File: src/rtl/pic_lite.sv
// pic_lite: lite programmable interrupt controller.
//   Latches falling edges of active-low irq lines into IRR, arbitrates by fixed
//   priority (index 0 highest) against IMR and the in-service levels in ISR,
//   and offers one vector at a time to the CPU over a valid/ready channel.
// Ports:
//   clk, resetn      - clock, asynchronous active-low reset
//   io_req_s_*       - 40-bit IO request stream ([32]=write, [17:16]=addr, [15:0]=data)
//   io_rd_m_*        - 16-bit registered read response stream
//   irq_in           - active-low interrupt request lines
//   intr_m_*         - interrupt vector {VBASE[7:3], index} to the CPU
// Register map: 0 IMR (R/W), 1 IRR (R, W1C), 2 ISR (R, any write = EOI), 3 VBASE.
// Build option: define PIC_LITE_SYNC_EN to add a 2-flop synchronizer on irq_in
//   (adds 2 cycles of irq latency) for asynchronous sources.
module pic_lite #(
  parameter int unsigned IRQ_CNT = 8
) (
  input  logic               clk,
  input  logic               resetn,
  input  logic               io_req_s_tvalid,
  output logic               io_req_s_tready,
  input  logic [39:0]        io_req_s_tdata,
  output logic               io_rd_m_tvalid,
  input  logic               io_rd_m_tready,
  output logic [15:0]        io_rd_m_tdata,
  input  logic [IRQ_CNT-1:0] irq_in,
  output logic               intr_m_tvalid,
  input  logic               intr_m_tready,
  output logic [7:0]         intr_m_tdata
);

  localparam int unsigned IDX_W   = 3;
  localparam int unsigned VBASE_W = 5;

  typedef enum logic {
    ST_IDLE,
    ST_OFFER
  } state_e;

  state_e               state_q, state_d;
  logic [IRQ_CNT-1:0]   imr_q, imr_d;
  logic [IRQ_CNT-1:0]   irr_q, irr_d;
  logic [IRQ_CNT-1:0]   isr_q, isr_d;
  logic [VBASE_W-1:0]   vbase_q, vbase_d;
  logic [IRQ_CNT-1:0]   irq_prev_q;
  logic [IDX_W-1:0]     idx_q, idx_d;
  logic                 intr_tvalid_q, intr_tvalid_d;
  logic [7:0]           intr_tdata_q, intr_tdata_d;
  logic                 rd_tvalid_q, rd_tvalid_d;
  logic [15:0]          rd_tdata_q, rd_tdata_d;

  logic [IRQ_CNT-1:0]   irq_s;
  logic [IRQ_CNT-1:0]   irq_fall;
  logic                 req_fire, wr_en, rd_en;
  logic [1:0]           addr;
  logic [IRQ_CNT-1:0]   wdata;
  logic                 hs;
  logic [IRQ_CNT-1:0]   hs_mask;
  logic [IRQ_CNT-1:0]   isr_lsb, allowed, pend;
  logic                 cand_vld;
  logic [IDX_W-1:0]     cand_idx;
  logic                 unused_bits;

  // Optional input synchronizer
`ifdef PIC_LITE_SYNC_EN
  logic [IRQ_CNT-1:0] sync1_q, sync2_q;

  always_ff @(posedge clk or negedge resetn) begin
    if (!resetn) begin
      sync1_q <= '1;
      sync2_q <= '1;
    end else begin
      sync1_q <= irq_in;
      sync2_q <= sync1_q;
    end
  end

  assign irq_s = sync2_q;
`else
  assign irq_s = irq_in;
`endif

  // Falling-edge detect: a held-low level only fires once
  assign irq_fall = irq_prev_q & ~irq_s;

  // IO request decode; a request is taken whenever the response slot can move
  assign io_req_s_tready = !rd_tvalid_q || io_rd_m_tready;
  assign req_fire        = io_req_s_tvalid && io_req_s_tready;
  assign wr_en           = req_fire && io_req_s_tdata[32];
  assign rd_en           = req_fire && !io_req_s_tdata[32];
  assign addr            = io_req_s_tdata[17:16];
  assign wdata           = io_req_s_tdata[IRQ_CNT-1:0];
  assign unused_bits     = ^{io_req_s_tdata[39:33], io_req_s_tdata[31:18], io_req_s_tdata[15:0]};

  // Only indices strictly below the lowest in-service level may interrupt;
  // lsb-1 yields all ones when nothing is in service.
  assign isr_lsb = isr_q & (~isr_q + IRQ_CNT'(1));
  assign allowed = isr_lsb - IRQ_CNT'(1);
  assign pend    = irr_q & ~imr_q & allowed;

  // Fixed-priority pick: lowest index wins
  always_comb begin
    cand_vld = 1'b0;
    cand_idx = '0;
    for (int i = int'(IRQ_CNT) - 1; i >= 0; i--) begin
      if (pend[i]) begin
        cand_vld = 1'b1;
        cand_idx = IDX_W'(i);
      end
    end
  end

  // Vector FSM: latch a candidate, hold it stable until the CPU accepts
  always_comb begin
    state_d       = state_q;
    idx_d         = idx_q;
    intr_tvalid_d = intr_tvalid_q;
    intr_tdata_d  = intr_tdata_q;
    hs            = 1'b0;
    case (state_q)
      ST_IDLE: begin
        if (cand_vld) begin
          idx_d         = cand_idx;
          intr_tdata_d  = {vbase_q, cand_idx};
          intr_tvalid_d = 1'b1;
          state_d       = ST_OFFER;
        end
      end
      ST_OFFER: begin
        if (intr_m_tready) begin
          hs            = 1'b1;
          intr_tvalid_d = 1'b0;
          state_d       = ST_IDLE;
        end
      end
      default: begin
        state_d       = ST_IDLE;
        intr_tvalid_d = 1'b0;
      end
    endcase
  end

  assign hs_mask = IRQ_CNT'(1) << idx_q;

  // Register file next state; new edges take precedence over any clear
  always_comb begin
    imr_d   = imr_q;
    irr_d   = irr_q;
    isr_d   = isr_q;
    vbase_d = vbase_q;
    if (wr_en) begin
      case (addr)
        2'd0: imr_d   = wdata;
        2'd1: irr_d   = irr_d & ~wdata;
        2'd2: isr_d   = isr_q & (isr_q - IRQ_CNT'(1));
        default: vbase_d = io_req_s_tdata[7:3];
      endcase
    end
    if (hs) begin
      irr_d = irr_d & ~hs_mask;
      isr_d = isr_d | hs_mask;
    end
    irr_d = irr_d | irq_fall;
  end

  // Read response slot
  always_comb begin
    rd_tvalid_d = rd_tvalid_q;
    rd_tdata_d  = rd_tdata_q;
    if (rd_en) begin
      rd_tvalid_d = 1'b1;
      case (addr)
        2'd0:    rd_tdata_d = 16'(imr_q);
        2'd1:    rd_tdata_d = 16'(irr_q);
        2'd2:    rd_tdata_d = 16'(isr_q);
        default: rd_tdata_d = {8'h00, vbase_q, 3'b000};
      endcase
    end else if (io_rd_m_tready) begin
      rd_tvalid_d = 1'b0;
    end
  end

  always_ff @(posedge clk or negedge resetn) begin
    if (!resetn) begin
      state_q       <= ST_IDLE;
      imr_q         <= '1;
      irr_q         <= '0;
      isr_q         <= '0;
      vbase_q       <= VBASE_W'(1);
      irq_prev_q    <= '1;
      idx_q         <= '0;
      intr_tvalid_q <= 1'b0;
      intr_tdata_q  <= '0;
      rd_tvalid_q   <= 1'b0;
      rd_tdata_q    <= '0;
    end else begin
      state_q       <= state_d;
      imr_q         <= imr_d;
      irr_q         <= irr_d;
      isr_q         <= isr_d;
      vbase_q       <= vbase_d;
      irq_prev_q    <= irq_s;
      idx_q         <= idx_d;
      intr_tvalid_q <= intr_tvalid_d;
      intr_tdata_q  <= intr_tdata_d;
      rd_tvalid_q   <= rd_tvalid_d;
      rd_tdata_q    <= rd_tdata_d;
    end
  end

  assign intr_m_tvalid  = intr_tvalid_q;
  assign intr_m_tdata   = intr_tdata_q;
  assign io_rd_m_tvalid = rd_tvalid_q;
  assign io_rd_m_tdata  = rd_tdata_q;

endmodule

File: config.mk
export PLATFORM = sky130hd
export DESIGN_NAME = pic_lite
export DESIGN_NICKNAME = d
export VERILOG_FILES = /design/src/rtl/pic_lite.sv
export SDC_FILE = /design/constraint.sdc
export NUM_CORES = 1
export LEC_CHECK = 0
export BUFFER_PORTS_ARGS = -buffer_cell sky130_fd_sc_hd__clkbuf_2
export CAP_MARGIN = 15
export CORE_ASPECT_RATIO = 0.8
export CORE_MARGIN = 4
export CORE_UTILIZATION = 50
export DETAILED_ROUTE_END_ITERATION = 10
export GPL_ROUTABILITY_DRIVEN = 0
export HOLD_SLACK_MARGIN = 0.03
export PLACE_DENSITY_LB_ADDON = 0.05
export RECOVER_POWER = 50
export SETUP_SLACK_MARGIN = 0.15
export SLEW_MARGIN = 10
export SYNTH_ARGS = -nofsm -noshare
export SYNTH_HDL_FRONTEND = slang
export SYNTH_SLANG_ARGS = --single-unit
File: constraint.sdc
create_clock -name clk -period 2.7 [get_ports clk]
set_clock_uncertainty 0.1 [all_clocks]
set_input_delay 0.405 -clock clk [delete_from_list [all_inputs] [get_ports clk]]
set_output_delay 0.405 -clock clk [all_outputs]
set_load 0.005 [all_outputs]
=== Word level (Yosys, flattened, before mapping) ===
Index checks and enable logic that the tools add are counted.

* Add/sub/neg operators: 3
* Equality and inequality tests: 4
* Shift-type cells: 1
* Muxes and demuxes: 33
* Bitwise gates (word level): 16
* Reductions and logical operators: 13

{| class="wikitable"
|+ Operator list
! operator !! count
|-
| 8-bit AND || 7
|-
| 8-bit two-way mux || 6
|-
| 8-bit inverter || 5
|-
| 3-bit two-way mux || 8
|-
| 8-bit case mux with 3 select lines || 1
|-
| 1-bit two-way mux || 16
|-
| 8-bit bitwise OR || 2
|-
| 8-bit by 1-bit subtractor with 8-bit output (second input constant) || 2
|-
| 8-bit by 1-bit adder with 8-bit output (second input constant) || 1
|-
| 2-bit AND reduction || 4
|-
| 1-bit by 3-bit left shift with 8-bit output (first input constant) || 1
|-
| 2-bit inequality test (second input constant) || 2
|-
| 1-bit case mux with 2 select lines || 2
|-
| 1-bit logical AND || 3
|-
| 3-bit OR reduction || 1
|-
| 2-bit by 1-bit equality test with 1-bit output (second input constant) || 1
|-
| 2-bit equality test (second input constant) || 1
|-
| 1-bit zero test || 2
|-
| 2-bit zero test || 1
|-
| 1-bit inverter || 2
|-
| 2-bit nonzero test || 1
|-
| 1-bit logical OR || 1
|}

* Register bits after elaboration: 67
* Logic and storage cells: 81

=== Longest topological paths before layout ===
* Depth after elaboration: 15
* Mapped depth: 7
* Mapped depth without buffers: 5

=== Worst setup path after synthesis ===
No wires, ideal clock.

* Kind: register to register
* From: reg isr_q[0]
* To: reg idx_q[0]
* Arrival time: 2.006 ns
* Data required time: 2.475 ns
* Slack: 0.469 ns
* Stages on the path, launching flop included: 8
* Path buffers: 2
* Period minus slack after synthesis: 2.231 ns
* Cell sequence: dfrtp_1 > or2_1 > buf_6 > or4b_4 > a31oi_1 > nand2b_1 > buf_6 > mux2_4

* Longest elaborated chain between the ends: 14
* Elaborated cells between the ends (all ways): 22
* Classes of those cells: add/sub: 2; mux: 16; bitwise: 3; reduce/logical: 1

{| class="wikitable"
|+ RTL lines
! item !! RTL line !! source
|-
| start: declaration || 42 || <nowiki>logic [IRQ_CNT-1:0] isr_q, isr_d;</nowiki>
|-
| start signal: assignment || 199 || <nowiki>isr_q <= isr_d;</nowiki>
|-
| 8-bit inverter || 96 || <nowiki>assign isr_lsb = isr_q & (~isr_q + IRQ_CNT'(1));</nowiki>
|-
| 8-bit by 1-bit adder with 8-bit output || 96 ||
|-
| 8-bit AND (*) || 96 ||
|-
| 8-bit by 1-bit subtractor with 8-bit output (*) || 97 || <nowiki>assign allowed = isr_lsb - IRQ_CNT'(1);</nowiki>
|-
| 8-bit AND (*) || 98 || <nowiki>assign pend = irr_q & ~imr_q & allowed;</nowiki>
|-
| 1-bit two-way mux (8 in a row) || 105 || <nowiki>if (pend[i]) begin</nowiki>
|-
| 2-bit AND reduction (no line) || - ||
|-
| end signal: assignment || 202 || <nowiki>idx_q <= idx_d;</nowiki>
|-
| end: declaration || 45 || <nowiki>logic [IDX_W-1:0] idx_q, idx_d;</nowiki>
|}

Every way passes the cells marked *; elsewhere a longest branch is shown, timed or not.
A chain may end at the register's enable or synchronous reset.

=== Final worst setup path ===
* From: reg isr_q[1]
* To: reg intr_tdata_q[5] (netlist: intr_m_tdata[5])

* Longest elaborated chain between the ends: 14

{| class="wikitable"
|+ RTL lines
! item !! RTL line !! source
|-
| 8-bit inverter || 96 ||
|-
| 8-bit by 1-bit adder with 8-bit output || 96 ||
|-
| 8-bit AND (*) || 96 ||
|-
| 8-bit by 1-bit subtractor with 8-bit output (*) || 97 ||
|-
| 8-bit AND (*) || 98 ||
|-
| 1-bit two-way mux (6 in a row) || 105 ||
|-
| 1-bit two-way mux (*) (2 in a row) || 105 ||
|-
| 2-bit AND reduction (no line) (*) || - ||
|-
| end signal: assignment || 204 || <nowiki>intr_tdata_q <= intr_tdata_d;</nowiki>
|-
| end: declaration || 47 || <nowiki>logic [7:0] intr_tdata_q, intr_tdata_d;</nowiki>
|}

Marked as above.

==> impl_metrics.ini <==
[placement]
placed_cells = 331
dp_hpwl_mm = 4.26
portBuffers = 42

[yosys]
ys_warn_count = 0
yosysTopAreaCell = dfrtp_1
synth_seq_cells = 56
ys_top_cells_by_area = dfrtp_1 37%, dfstp_2 17%, mux2_2 7.7%
syn_inst = 221
synth_cell_types = 39
synth_area_sq_mm = 0.00262
yosysTopAreaCellShare_pct = 37.3
yosysSeqAreaShare_pct = 54.4
syn_avg_cell_area_sq_um = 11.8

[route]
via_per_inst = 5.39
drcViolationCount = 0
drtIter0Drc = 75
via_count = 1832
drtPass1Iterations = 4
routed_wl_mm = 5.51
final_antenna_net_count = 0
routedWlPerCell_microns = 16.2

[job]
drv_cap = 0

[pwr]
total_power_w = 0.00268
p_per_area_mw_per_mm2 = 891
p_leak_nw = 1.32
ir_worst_vdd_v = 0.000548

[floorplanning]
initial_core_util_pct = 52.0
dieArea_sq_mm = 0.00646
die_x_microns = 88.9
num_rows = 23
fp.dieH_microns = 72.7
core-area_sq_mm = 0.00504
pin_count = 80

[layout]
drive_above_1_share_pct = 36.0
antennaDiodeCount = 0
syn_to_final_growth_pct = 15.0
final_cells = 340
finalNetCount = 330

[timing]
rsz0062_at_grt = no
fin_setup_tns_ns = 0
maxSlewViolCount = 0
tightest_slew_ns = 1.33
layout_min_cycle_time_ns = 2.39
fmax_mhz = 418
period_share_pct = 88.5
setup_viol = 0
max-slew-margin-rel_pct = 11.2
hold_violations = 0

[outcome]
status = completed

[setup_path]
startpoint_type = flop
critical_path_arrival_ns = 2.48
required_ns = 2.79
endpoint_kind = flop
crit_type = flop to flop
critPathMaxFanout = 9

[cts]
clock_path_buffers = 2
cts_root_buf = clkbuf_8
cts.clk_slew.worst_paths_ns = 0.09
cts.htree.levels = 2
cts_buffers = 5
post_cts_buffers = 0
cts_sinks = 56
worstSkewPairLatency_ns = 0.30
cts_tree = yes

[worst_hold_path]
hp-class = primary input to flop

[global_routing]
grt_pass1_vias = 1709
grtUsageMet2_pct = 25.0
grtUsageTotal_pct = 18.3
antenna_found_initial = 0
use_met3_pct = 4.63
grt_max_degree = 27
grt_use_met1_pct = 29.1
gr-total-overflow = 0
grt_pass1_wl_mm = 8.78
busiest_layer = met1
## what timing repair did
action,CTS,global route
setup endpoints to repair,0,4
hold buffers,1,0
resized for setup,0,1
hold endpoints to repair,18,0
## critical path: stages (launching register included)
cell and delay (ns):
dfrtp_1 0.41, or2_1 0.34, or4b_4 0.54, a31oi_2 0.23, nand2b_1 0.17, buf_4 0.18, mux2_4 0.30
## synthesized netlist by cell type (all sizes together)
master and n:
a21o 2, a21oi 10, a31oi 3, a32o 8, and2 1, buf 13, clkbuf 1, conb 1
dfrtp 39, dfstp 17, inv 10, mux2 24, mux2i 3, mux4 5, nand2 31, nand2b 7
nand3 4, nand4 1, nor2 11, nor2b 4, nor3 2, nor3b 2, nor4 2, o211ai 1
o21a 1, o21ai 6, o22a 1, o22ai 1, o31ai 1, o41ai 1, or2 3, or3b 3
or4b 2
## kinds of logic after synthesis
family	share of synthesized area (%)
and+or+nand+nor	14.3
DFF	54.4
other	0.143
buffers and inverters	5.21
AOI/OAI and AO/OA	9.28
muxes	16.6
## worst paths after layout
| kind | from | endpoint | depth (start not counted) | slack, ns |
|---|---|---|---|---|
| min reg2reg | intr_m_tvalid | intr_m_tvalid | 1 | 0.40 |
| max in group asynchronous | resetn | irq_prev_q[7] | 3 | 0.54 |
| max reg2reg | isr_q[1] | intr_m_tdata[5] | 6 | 0.31 |
| min | irq_in[0] | irq_prev_q[0] | 1 | 0.08 |
| min in group asynchronous | resetn | io_rd_m_tvalid | 2 | 0.82 |
| max | isr_q[1] | intr_m_tdata[5] | 6 | 0.31 |
## power breakdown
part           switching [W]  leakage (nW)  internal [W]  total (W)
registers           0.000203         0.631       0.00112    0.00132
clock network       0.000248        0.0455      0.000210   0.000457
logic               0.000402         0.645      0.000497   0.000899
total               0.000853          1.32       0.00183    0.00268
## final cells by class
| class | count | area [sq um] |
|---|---|---|
| multi-input cells | 148 | 1090 |
| well taps | 62 | 77.6 |
| fillers | 449 | 2030 |
| repair buffers | 56 | 290 |
| flip-flops and latches | 56 | 1420 |
| inverters | 10 | 37.5 |
| clock buffers | 8 | 90.1 |
## registers in the layout, indices dropped and copies added, names as in the netlist
name and cells:
io_rd_m_tvalid 1, intr_m_tvalid 1, vbase_q 5, state_q 1
irq_prev_q 8, intr_m_tdata 6, imr_q 8, io_rd_m_tdata 8
idx_q 2, isr_q 8, irr_q 8
## per-layer routing
| layer | wire length (microns) | up-vias |
|---|---|---|
| li1 | - | 882 |
| met4 | 35 | 0 |
| met5 | 0 | - |
| met3 | 353 | 4 |
| met2 | 2300 | 56 |
| met1 | 2820 | 890 |
## stage by stage
step / hold slack [ns] / utilization [%] / instance area (sq um) / setup slack, ns
global placement: 0.353 / 58.2 / 2930 / 0.308
floorplan: 0.00941 / - / 2640 / 0.469
detailed placement: 0.348 / 58.2 / 2930 / 0.333
finish: 0.0824 / 59.7 / 3010 / 0.310
global route: 0.0677 / 59.7 / 3010 / 0.176
CTS: 0.0767 / 60.1 / 3030 / 0.302
## placed cells by master, fill, tap and decap left out, drive strengths merged, types with 2 or more instances in the layout
cell and instances:
nor3 2, inv 10, or2 3, nand3 4, mux4 5, nand2 31
mux2 24, conb 8, mux2i 3, buf 12, nor3b 2, nor4 2
nand2b 7, a21o 2, dfstp 17, a31oi 3, o21ai 6, or3b 3
nor2 11, a32o 8, nor2b 4, or4b 2, dfrtp 39, a21oi 10
clkbuf 51
Power figures use the tool's default switching activity.
